**src/rtl/picomem_pkg.sv**
```systemverilog
// Shared PicoMem bus widths, arbiter state encoding and defaults.
package picomem_pkg;

  localparam int ADDR_W = 32;
  localparam int DATA_W = 32;
  localparam int STRB_W = 4;

  localparam logic [DATA_W-1:0] ERR_RDATA_DEF = 32'hDEAD_BEEF;
  localparam int unsigned DRAIN_CYCLES = 16;

  typedef enum logic [1:0] {
    IDLE,
    GNT0,
    GNT1,
    DRAIN
  } arb_state_t;

endpackage

```
**src/rtl/picomem_watchdog.sv**
```systemverilog
// Saturating cycle counter that flags the LIMIT-th enabled cycle after load.
module picomem_watchdog #(
  parameter int unsigned LIMIT = 1024
) (
  input  logic clk,
  input  logic reset,
  input  logic load,
  input  logic enable,
  output logic expire
);

  localparam int unsigned CW = (LIMIT == 0) ? 1 : $clog2(LIMIT + 1);
  localparam logic [CW-1:0] TOP = CW'(LIMIT);
  localparam logic [CW-1:0] LAST = CW'((LIMIT == 0) ? 0 : LIMIT - 1);

  logic [CW-1:0] cnt;

  always_ff @(posedge clk or posedge reset) begin
    if (reset) begin
      cnt <= '0;
    end else if (LIMIT == 0 || load) begin
      cnt <= '0;
    end else if (enable && cnt != TOP) begin
      cnt <= cnt + 1'b1;
    end
  end

  assign expire = (LIMIT != 0) && enable && !load && (cnt == LAST);

endmodule

```
**src/rtl/picomem_arbiter_2_1.sv**
```systemverilog
// Two-master round-robin PicoMem arbiter with slave-response watchdog
// and a drain phase that swallows late slave completions.
module picomem_arbiter_2_1
  import picomem_pkg::*;
#(
  parameter int unsigned       TIMEOUT_CYCLES = 1024,
  parameter logic [DATA_W-1:0] ERR_RDATA      = ERR_RDATA_DEF,
  parameter bit                INIT_PRIO      = 1'b0
) (
  input  logic              clk,
  input  logic              reset,
  input  logic              m0_valid,
  output logic              m0_ready,
  input  logic [ADDR_W-1:0] m0_addr,
  input  logic [DATA_W-1:0] m0_wdata,
  input  logic [STRB_W-1:0] m0_wstrb,
  output logic [DATA_W-1:0] m0_rdata,
  input  logic              m1_valid,
  output logic              m1_ready,
  input  logic [ADDR_W-1:0] m1_addr,
  input  logic [DATA_W-1:0] m1_wdata,
  input  logic [STRB_W-1:0] m1_wstrb,
  output logic [DATA_W-1:0] m1_rdata,
  output logic              s_valid,
  input  logic              s_ready,
  output logic [ADDR_W-1:0] s_addr,
  output logic [DATA_W-1:0] s_wdata,
  output logic [STRB_W-1:0] s_wstrb,
  input  logic [DATA_W-1:0] s_rdata,
  output logic              timeout_err,
  output logic              timeout_master
);

  arb_state_t state, state_n;
  logic prio, prio_n;
  logic tm_n, terr_set;
  logic g, g_valid, done;
  logic [DATA_W-1:0] rd;
  logic wd_load, wd_exp;
  logic dr_load, dr_exp;

  assign g = (state == GNT1);

  picomem_watchdog #(
    .LIMIT (TIMEOUT_CYCLES)
  ) u_wd (
    .clk    (clk),
    .reset  (reset),
    .load   (wd_load),
    .enable (state == GNT0 || state == GNT1),
    .expire (wd_exp)
  );

  picomem_watchdog #(
    .LIMIT (DRAIN_CYCLES)
  ) u_drain (
    .clk    (clk),
    .reset  (reset),
    .load   (dr_load),
    .enable (state == DRAIN),
    .expire (dr_exp)
  );

  always_comb begin
    state_n  = state;
    prio_n   = prio;
    tm_n     = timeout_master;
    terr_set = 1'b0;
    wd_load  = 1'b0;
    dr_load  = 1'b0;
    done     = 1'b0;
    rd       = '0;
    g_valid  = 1'b0;
    s_valid  = 1'b0;
    s_addr   = '0;
    s_wdata  = '0;
    s_wstrb  = '0;
    unique case (state)
      IDLE: begin
        if (m0_valid && m1_valid) begin
          state_n = prio ? GNT1 : GNT0;
          wd_load = 1'b1;
        end else if (m0_valid) begin
          state_n = GNT0;
          wd_load = 1'b1;
        end else if (m1_valid) begin
          state_n = GNT1;
          wd_load = 1'b1;
        end
      end
      GNT0, GNT1: begin
        g_valid = g ? m1_valid : m0_valid;
        s_valid = g_valid;
        s_addr  = g ? m1_addr : m0_addr;
        s_wdata = g ? m1_wdata : m0_wdata;
        s_wstrb = g ? m1_wstrb : m0_wstrb;
        if (!g_valid) begin
          state_n = IDLE;
        end else if (s_ready || wd_exp) begin
          // s_ready beats a coincident expiry
          done   = 1'b1;
          rd     = s_ready ? s_rdata : ERR_RDATA;
          prio_n = ~g;
          if (s_ready) begin
            state_n = IDLE;
          end else begin
            state_n  = DRAIN;
            dr_load  = 1'b1;
            terr_set = 1'b1;
            tm_n     = g;
          end
        end
      end
      DRAIN: begin
        if (s_ready || dr_exp) state_n = IDLE;
      end
      default: state_n = IDLE;
    endcase
  end

  assign m0_ready = done && !g;
  assign m1_ready = done && g;
  assign m0_rdata = m0_ready ? rd : '0;
  assign m1_rdata = m1_ready ? rd : '0;

  always_ff @(posedge clk or posedge reset) begin
    if (reset) begin
      state          <= IDLE;
      prio           <= INIT_PRIO;
      timeout_err    <= 1'b0;
      timeout_master <= 1'b0;
    end else begin
      state          <= state_n;
      prio           <= prio_n;
      timeout_err    <= timeout_err | terr_set;
      timeout_master <= tm_n;
    end
  end

endmodule

```
**config.mk**
```make
export PLATFORM = sky130hd
export DESIGN_NAME = picomem_arbiter_2_1
export DESIGN_NICKNAME = d
export VERILOG_FILES = /design/src/rtl/picomem_pkg.sv /design/src/rtl/picomem_watchdog.sv /design/src/rtl/picomem_arbiter_2_1.sv
export SDC_FILE = /design/constraint.sdc
export NUM_CORES = 1
export LEC_CHECK = 0
export BUFFER_PORTS_ARGS = -buffer_cell sky130_fd_sc_hd__clkbuf_2
export CORE_AREA = 2 2 119 121
export CTS_CLUSTER_SIZE = 20
export DETAILED_ROUTE_END_ITERATION = 7
export DIE_AREA = 0 0 121 123
export GPL_ROUTABILITY_DRIVEN = 0
export GPL_TIMING_DRIVEN = 0
export PLACE_DENSITY = 0.6
export SYNTH_ARGS = -nofsm -noshare
export SYNTH_HDL_FRONTEND = slang
export SYNTH_HIERARCHICAL = 1
export SYNTH_SLANG_ARGS = --single-unit
```
**constraint.sdc**
```tcl
create_clock -name clk -period 3 [get_ports clk]
set_input_delay 0.3 -clock clk [delete_from_list [all_inputs] [get_ports clk]]
set_output_delay 0.3 -clock clk [all_outputs]
set_load 0.005 [all_outputs]
```
* Word-level counts from Yosys, hierarchy flattened *
Cells that the tools add are included.

storage, ports and cells
  register bits = 21
  latch bits = 0
  bits in writable memories = 0
  ROM bits = 0
  input port bits = 173
  output and inout bits = 137
  logic and storage cells = 81
  memories kept = 0

cells by class
  add/subtract/negate cells = 2
  multiply operators = 0
  div/mod/pow operators = 0
  magnitude comparators = 0
  equal/unequal tests = 10
  shifts and indexed selects = 0
  multiplexer cells = 38
  bitwise gates (word level) = 3
  reduce and logical (&&, ||, !) cells = 22

operators by type and width
  cell                   number
  $mux 32                10
  $mux 11                2
  $mux 2                 8
  $mux 1                 13
  $add 11x1->11 const B  1
  $eq 11x10->1 const B   1
  $ne 11x11->1 const B   1
  $mux 5                 2
  $logic_and 1x1->1      9
  $mux 4                 2
  $pmux 2 s3             1
  $reduce_and 3->1       2
  $add 5x1->5 const B    1
  $eq 5x4->1 const B     1
  $ne 5x5->1 const B     1
  $eq 2x2->1 const B     2
  $ne 4x4->1 const B     1
  $reduce_and 4->1       1
  $reduce_bool 2->1      2
  $logic_not 1->1        3
  $logic_or 1x1->1       3
  $ne 3x3->1 const B     1
  $eq 2x1->1 const B     1
  $logic_not 2->1        1
  4 further kinds        5

* Depth between registers and ports, before layout *
Gate-level depths: netlist of the first run.

  word-level depth = 17
  depth in mapped cells = 13
  depth with buffers taken out = 11

* Modules after synthesis *
The synthesis of the first run kept the hierarchy.

modules (own cells, without submodules)
  module                      instances  cells an instance  area an instance (um2)
  picomem_arbiter_2_1         1          294                1954.4
  picomem_watchdog (u_wd)     1          72                 675.6
  picomem_watchdog (u_drain)  1          32                 327.8

* Worst setup path after synthesis of the first run *
OpenSTA, ideal clock, no wires.

  path type = reg-to-output
  from = register u_wd.cnt[1]
  to = output port m1_rdata[10]
  arrival = 2.238 ns
  data required time = 2.700 ns
  setup slack = 0.462 ns
  stages on the path, launching flop included = 10
  cells stage by stage = dfrtp_1 -> ha_1 -> nand3_2 -> or4_1 -> nor4_2 -> o21ai_0 -> or2_1 -> buf_2 -> buf_2 -> nor2_1

between the ends
  longest elaborated chain between the ends = 8
  elaborated cells between the ends (all ways) = 11
  those cells by class = 1 x eq/ne; 7 x mux; 3 x reduce/logical

ends and longest elaborated chain
  what                      line                        text
  start: declaration        picomem_watchdog.sv:16      logic [CW-1:0] cnt;
  start signal: assignment  picomem_watchdog.sv:24      cnt <= cnt + 1'b1;
  $eq 11x10->1 (*)          picomem_watchdog.sv:28      assign expire = (LIMIT != 0) && enable && !load && (cnt == LAST);
  $logic_and 1x1->1 (*)     picomem_watchdog.sv:28
  net wd_exp                picomem_arbiter_2_1.sv:39   logic wd_load, wd_exp;
  $logic_or 1x1->1 (*)      picomem_arbiter_2_1.sv:99   end else if (s_ready || wd_exp) begin
  $mux 1                    picomem_arbiter_2_1.sv:99
  $mux 1                    picomem_arbiter_2_1.sv:97   if (!g_valid) begin
  $mux 1                    picomem_arbiter_2_1.sv:78   unique case (state)
  $logic_and 1x1->1         picomem_arbiter_2_1.sv:122  assign m1_ready = done && g;
  $mux 32 (*)               picomem_arbiter_2_1.sv:124  assign m1_rdata = m1_ready ? rd : '0;
  end: declaration          picomem_arbiter_2_1.sv:23   output logic [DATA_W-1:0] m1_rdata,

Mark *: on every way through the listed nets, which the timed path passes. The rest lies on a longest branch.

* Worst setup path in the final report of the first run *
  from = register u_wd.cnt[0]
  to = output port m1_rdata[25]

The elaborated chain is that of the path after synthesis.

==> results of run 1 <==
==> worst max-delay path, stage by stage (launching register included) <==
cell                       delay [ns]
sky130_fd_sc_hd__dfrtp_1         0.40
sky130_fd_sc_hd__ha_4            0.17
sky130_fd_sc_hd__nand3_2         0.12
sky130_fd_sc_hd__or4_4           0.52
sky130_fd_sc_hd__nor4_4          0.21
sky130_fd_sc_hd__o21ai_1         0.10
sky130_fd_sc_hd__or2_1           0.34
sky130_fd_sc_hd__buf_6           0.19
sky130_fd_sc_hd__nor2_1          0.11
sky130_fd_sc_hd__clkbuf_2        0.12
==> metal layers <==
| layer | global-route usage, % | wire length [um] | up-vias |
|---|---|---|---|
| li1 | - | - | 1958 |
| met1 | 22.6 | 5990 | 1641 |
| met2 | 27.5 | 6340 | 182 |
| met3 | 2.26 | 866 | 10 |
| met4 | 2.91 | 207 | 0 |
| met5 | 0 | 0 | - |
==> sequential cells by signal (all words and copies together) (netlist names) <==
| register | flops |
|---|---|
| u_wd/cnt | 11 |
| timeout_err | 1 |
| state | 2 |
| prio | 1 |
| u_drain/cnt | 5 |
| timeout_master | 1 |
==> power breakdown <==
part	internal, mW	leakage, nW	switching (mW)	total [mW]
clock	0.181	0.0382	0.101	0.282
combinational	1.43	2.49	1.78	3.21
sequential	0.355	0.269	0.0761	0.431
total	1.97	2.80	1.96	3.92
==> cells in the final DEF, fill, tap and decap left out, types with 2 or more instances in the layout <==
master	count
sky130_fd_sc_hd__nand3_1	3
sky130_fd_sc_hd__clkbuf_2	309
sky130_fd_sc_hd__or2_1	2
sky130_fd_sc_hd__nor2b_1	27
sky130_fd_sc_hd__clkbuf_1	5
sky130_fd_sc_hd__and2_1	16
sky130_fd_sc_hd__inv_2	2
sky130_fd_sc_hd__nor2_2	18
sky130_fd_sc_hd__nor2_1	115
sky130_fd_sc_hd__a2bb2oi_1	2
sky130_fd_sc_hd__o31ai_1	3
sky130_fd_sc_hd__ha_4	2
sky130_fd_sc_hd__ha_1	7
sky130_fd_sc_hd__nand2b_1	5
sky130_fd_sc_hd__buf_1	4
sky130_fd_sc_hd__nand2_1	10
sky130_fd_sc_hd__mux2i_1	70
sky130_fd_sc_hd__buf_4	12
sky130_fd_sc_hd__o2bb2ai_1	2
sky130_fd_sc_hd__mux2_1	5
sky130_fd_sc_hd__or4_1	3
sky130_fd_sc_hd__xor2_1	2
sky130_fd_sc_hd__inv_1	16
sky130_fd_sc_hd__clkbuf_16	3
sky130_fd_sc_hd__nand4_1	3
sky130_fd_sc_hd__a21oi_1	4
sky130_fd_sc_hd__dfrtp_1	21
sky130_fd_sc_hd__buf_2	7
sky130_fd_sc_hd__nor4_1	4
sky130_fd_sc_hd__a211oi_1	2
sky130_fd_sc_hd__buf_6	6
==> timing repair <==
action | 4_1_cts | 5_1_grt
gates cloned | 0 | 0
gates resized for setup | 12 | 6
endpoints found under the setup margin | 52 | 43
endpoints found under the hold margin | 10 | 0
hold buffers | 1 | 0
pin swaps | 1 | 1
setup buffers | 3 | 5
==> area by class of cell <==
cell class	count	area (um^2)	area share [%]
flip-flops and latches	21	526	10.6
well taps	180	225	4.56
plain buffers	25	163	3.29
multi-input cells	331	2260	45.7
inverters	19	75.1	1.52
clock buffers	4	78.8	1.60
repair buffers	318	1620	32.7
==> path summary, 6_finish.rpt <==
check | from | end | depth (start not counted)
setup / recovery | u_wd/cnt[0] | m1_rdata[25] | 9
hold / removal | timeout_err | timeout_err | 1
max in group asynchronous | reset | u_wd/cnt[8] | 3
hold reg to reg | timeout_err | timeout_err | 1
setup reg to reg | u_wd/cnt[0] | state[1] | 12
min in group asynchronous | reset | u_drain/cnt[0] | 3
==> cell families (layout without fill, tap and decap cells) <==
kind of cell             Yosys count  after routing  share of synthesized area [%]
multiplexers                      76             76                           26.1
adder cells (fa/ha/maj)            9              9                           3.81
AO/OA/AOI/OAI                     25             25                           7.06
AND/OR/NAND/NOR                  218            218                           37.0
buffers and inverters             46            366                           7.40
XOR/XNOR                           3              3                          0.888
flip-flops                        21             21                           17.8
==> results.json, run 1 <==
{
  "start_util_pct": 21.7,
  "first_iter_violations": 107,
  "dr.pass1.iters": 4,
  "synth_commonest_cells": "115 x sky130_fd_sc_hd__nor2_1, 70 x sky130_fd_sc_hd__mux2i_1, 27 x sky130_fd_sc_hd__nor2b_1",
  "grt.total_usage_pct": 16.4,
  "final_antenna_net_count": 0,
  "hold_viol_final": 0,
  "power_density_mw_per_mm2": 794,
  "rsz0062_at_grt": "false",
  "placed_cell_area_mm2": 0.00473,
  "hold_path_class": "reg -> reg",
  "fp-row-count": 43,
  "setup_ws_ns": 0.150,
  "maxClockFrequency_mhz": 351,
  "critical_path.endpoint_type": "output port",
  "cts.root.buffer_cell": "sky130_fd_sc_hd__clkbuf_16",
  "mappedNetlistNets": 580,
  "critical_path_class": "reg -> out",
  "design_area_mm2": 0.00494,
  "total_wire_length_um": 13400,
  "floorplan.die.width_um": 121,
  "ant_cells": 0,
  "synth_top_cell_by_area": "sky130_fd_sc_hd__mux2i_1",
  "port-buffer-count": 309,
  "max_root_sink_buffers": 2,
  "slew_violations": 0,
  "setup_viol": 0,
  "final-instance-count-excl-fill": 898,
  "peakVddDrop_uv": 331,
  "io_pins": 310,
  "timing.slew.headroom_pct": 64.3,
  "fraction_of_synthesis_flops_using_an_asynchronous_set_or_reset_pin_pct": 100,
  "synth_most_common_cell": "sky130_fd_sc_hd__nor2_1",
  "timing.clock.skew_ns": 0.00206,
  "max_cap_viol_count": 0,
  "critical_path_launch_point_type": "flop",
  "r2r_slack_ns": 0.30,
  "nFillCells": 1486,
  "pin_count_of_the_biggest_net_entering_global_routing": 12,
  "number_of_clock_buffers_inserted_by_tritoncts": 3,
  "die-area_mm2": 0.0149,
  "post_route_cells_drive_above_1_share_pct": 52.2,
  "tns_ns": 0,
  "synth-edff-count": 0,
  "ys_dominant_reg_cell": "sky130_fd_sc_hd__dfrtp_1",
  "max_slew.worst_pin.slew_ns": 0.533,
  "htreeDepth": 1,
  "half_perimeter_wire_length_after_detailed_placement_um": 11800,
  "synthToLayoutAreaGrowth_pct": 67.0,
  "path_clk_slew_ns": 0.06,
  "run_status": "complete, no violations",
  "mean_post_synth_cell_area_um2": 7.43,
  "clock_insertion_delay_worst_skew_ns": 0.25,
  "synth-seq-area-share_pct": 17.8,
  "synth-seq-cells": 21,
  "critPathMaxFanout": 10,
  "synthesis.instances": 398,
  "gr-total-overflow": 0,
  "pre_cts_slack_ns": -0.0867,
  "yosys_warnings": 6,
  "numClockSinks": 21,
  "first_pass_grt_wire_length_um": 18900,
  "grt_pass1_vias": 3497,
  "design.core.area_mm2": 0.0136,
  "vias_per_cell": 4.22,
  "crit_required_ns": 2.70,
  "fin_util_pct": 36.3,
  "netlist_area_before_placement_mm2": 0.00296,
  "num-nets-final": 901,
  "cts_tree": "done",
  "fin_crit_ns": 2.85,
  "fin_worst_hold_slack_ns": 0.467,
  "antenna_violations_before_repair": 0,
  "die-height_um": 123,
  "cell_types_occupying_the_most_area_after_synthesis": "sky130_fd_sc_hd__mux2i_1 24%, sky130_fd_sc_hd__dfrtp_1 18%, sky130_fd_sc_hd__nor2_1 15%",
  "fin_total_pwr_mw": 3.92,
  "route.vias.total": 3791,
  "synth_cell_types": 51,
  "drc": 0,
  "cp_data_arrival_time_ns": 2.55,
  "dp_cells": 887,
  "detail_routed_net_length_per_standard_cell_um": 14.9,
  "synth.top_cell.area_share_pct": 23.7,
  "power_leakage_nw": 2.80,
  "finalCritPeriodShare_pct": 95.0
}
No activity file was read; power rests on OpenSTA's default activity.
==> inputs of run 2 (changes only) <==
CORE_AREA = 2 2 120 122   (was 2 2 119 121)
DIE_AREA = 0 0 122 124   (was 0 0 121 123)
==> results.json, run 2 (synthesized netlist as in run 1, its figures left out) <==
{
  "max_slew.worst_pin.slew_ns": 0.553,
  "first_pass_grt_wire_length_um": 19200,
  "detail_routed_net_length_per_standard_cell_um": 15.6,
  "htreeDepth": 1,
  "slew_violations": 0,
  "crit_family": "simple AND/OR/NAND/NOR gates",
  "die-height_um": 124,
  "critical_path_launch_point_type": "flop",
  "fin_util_pct": 35.8,
  "design.core.area_mm2": 0.0137,
  "port-buffer-count": 309,
  "drc": 0,
  "cts_tree": "done",
  "final_antenna_net_count": 0,
  "max_cap_viol_count": 0,
  "crit_chain": "ha_4, nand3_2, or4_4, nor4_4, o21ai_1, or2_1, buf_2, buf_6, nor2_2, clkbuf_2",
  "ant_cells": 0,
  "maxClockFrequency_mhz": 348,
  "tns_ns": 0,
  "timing.slew.headroom_pct": 63.1,
  "hold_path_class": "reg -> reg",
  "hold_viol_final": 0,
  "half_perimeter_wire_length_after_detailed_placement_um": 12200,
  "critPathMaxFanout": 10,
  "grt_pass1_vias": 3491,
  "multi_input_comb_area_mm2": 0.00225,
  "nFillCells": 1517,
  "biggestRegsByFlops": "u_wd/cnt (11), u_drain/cnt (5), state (2)",
  "cts.root.buffer_cell": "sky130_fd_sc_hd__clkbuf_16",
  "largest-register": "u_wd/cnt",
  "post_route_cells_drive_above_1_share_pct": 52.4,
  "route.vias.total": 3866,
  "fin_crit_ns": 2.87,
  "total_wire_length_um": 14000,
  "met3_usage_pct": 2.75,
  "critical_path.endpoint_type": "output port",
  "number_of_clock_buffers_inserted_by_tritoncts": 3,
  "critical_path_class": "reg -> out",
  "max_root_sink_buffers": 2,
  "grt.total_usage_pct": 16.6,
  "critical_path.max_stage_delay_ns": 0.53,
  "max_reg_flops": 11,
  "first_iter_violations": 139,
  "grt-busiest-layer": "met2",
  "start_util_pct": 21.6,
  "cp_data_arrival_time_ns": 2.57,
  "gr-total-overflow": 0,
  "num-nets-final": 899,
  "area.sequential_um2": 526,
  "critical_path.n_buffers_inverters": 3,
  "die-area_mm2": 0.0151,
  "clock_insertion_delay_worst_skew_ns": 0.26,
  "pin_count_of_the_biggest_net_entering_global_routing": 12,
  "power_leakage_nw": 2.79,
  "crit_required_ns": 2.70,
  "synthToLayoutAreaGrowth_pct": 66.1,
  "timing.clock.skew_ns": 0.00461,
  "run_status": "complete, no violations",
  "finalCritPeriodShare_pct": 95.8,
  "peakVddDrop_uv": 365,
  "setup_ws_ns": 0.126,
  "antenna_violations_before_repair": 0,
  "io_pins": 310,
  "power_density_mw_per_mm2": 803,
  "crit_slowest_cell": "sky130_fd_sc_hd__or4_4",
  "setup_viol": 0,
  "path_clk_slew_ns": 0.06,
  "vias_per_cell": 4.31,
  "pre_cts_slack_ns": -0.0490,
  "fp-row-count": 43,
  "floorplan.die.width_um": 122,
  "grtUsageMet2_pct": 28.4,
  "mostFrequentLayoutCells": "309 x sky130_fd_sc_hd__clkbuf_2, 115 x sky130_fd_sc_hd__nor2_1, 70 x sky130_fd_sc_hd__mux2i_1",
  "numClockSinks": 21,
  "final_common_cell": "sky130_fd_sc_hd__clkbuf_2",
  "dr.pass1.iters": 4,
  "global_route_met1_utilization_pct": 22.9
}
-- run 2: cell types whose count changed in the layout (fill, tap and decap cells not counted) --
cell	previous run	this run
sky130_fd_sc_hd__nor2_2	18	19
sky130_fd_sc_hd__buf_2	7	8
sky130_fd_sc_hd__nor2_4	1	0
sky130_fd_sc_hd__or2_4	0	1
sky130_fd_sc_hd__buf_4	12	11
sky130_fd_sc_hd__buf_6	6	4
sky130_fd_sc_hd__inv_1	16	15
sky130_fd_sc_hd__or2_1	2	1
sky130_fd_sc_hd__inv_2	2	3
-- run 2: report_power, final --
| group | switching, mW | internal (mW) |
|---|---|---|
| clock | 0.108 | 0.181 |
| sequential | 0.0828 | 0.355 |
| combinational | 1.81 | 1.40 |
| total | 2.00 | 1.94 |
-- run 2: worst paths after layout --
kind,start,slack [ns],end,depth (start not counted)
max,u_wd/cnt[0],0.13,m0_rdata[28],10
max reg2reg,u_wd/cnt[0],0.22,state[1],12
min in group asynchronous,reset,0.50,u_drain/cnt[1],3
min reg2reg,timeout_err,0.47,timeout_err,1
min,timeout_err,0.47,timeout_err,1
max in group asynchronous,reset,2.09,u_wd/cnt[8],3
-- run 2: what timing repair did --
action,4_1_cts,5_1_grt
gates cloned,0,0
hold buffers,1,0
setup endpoints to repair,52,46
pin swaps,1,1
resized for setup,10,5
endpoints found under the hold margin,10,0
setup buffers,3,3
-- run 2: stage by stage --
| stage | hold slack (ns) | total power [mW] | area (um^2) | cells |
|---|---|---|---|---|
| after floorplan | 0.0785 | 2.19 | 2960 | 398 |
| after CTS | 0.472 | 3.91 | 4870 | 894 |
| after global placement | 0.224 | 3.55 | 4730 | 887 |
| final | 0.467 | 3.94 | 4910 | 896 |
| after detailed placement | 0.229 | 3.56 | 4730 | 887 |
| after global routing | 0.491 | 4.28 | 4910 | 896 |
-- run 2: final cells by class --
cell class | instances | share of cell area, %
Multi-Input combinational cell | 331 | 45.9
Timing Repair Buffer | 316 | 32.6
Sequential cell | 21 | 10.7
Tap cell | 180 | 4.58
Buffer | 25 | 3.11
Clock buffer | 4 | 1.60
Inverter | 19 | 1.53
-- run 2: metal layers --
metal | up-vias | wire length, um
li1 | 1955 | -
met1 | 1730 | 6230
met2 | 173 | 6770
met3 | 8 | 920
met4 | 0 | 63
met5 | - | 0
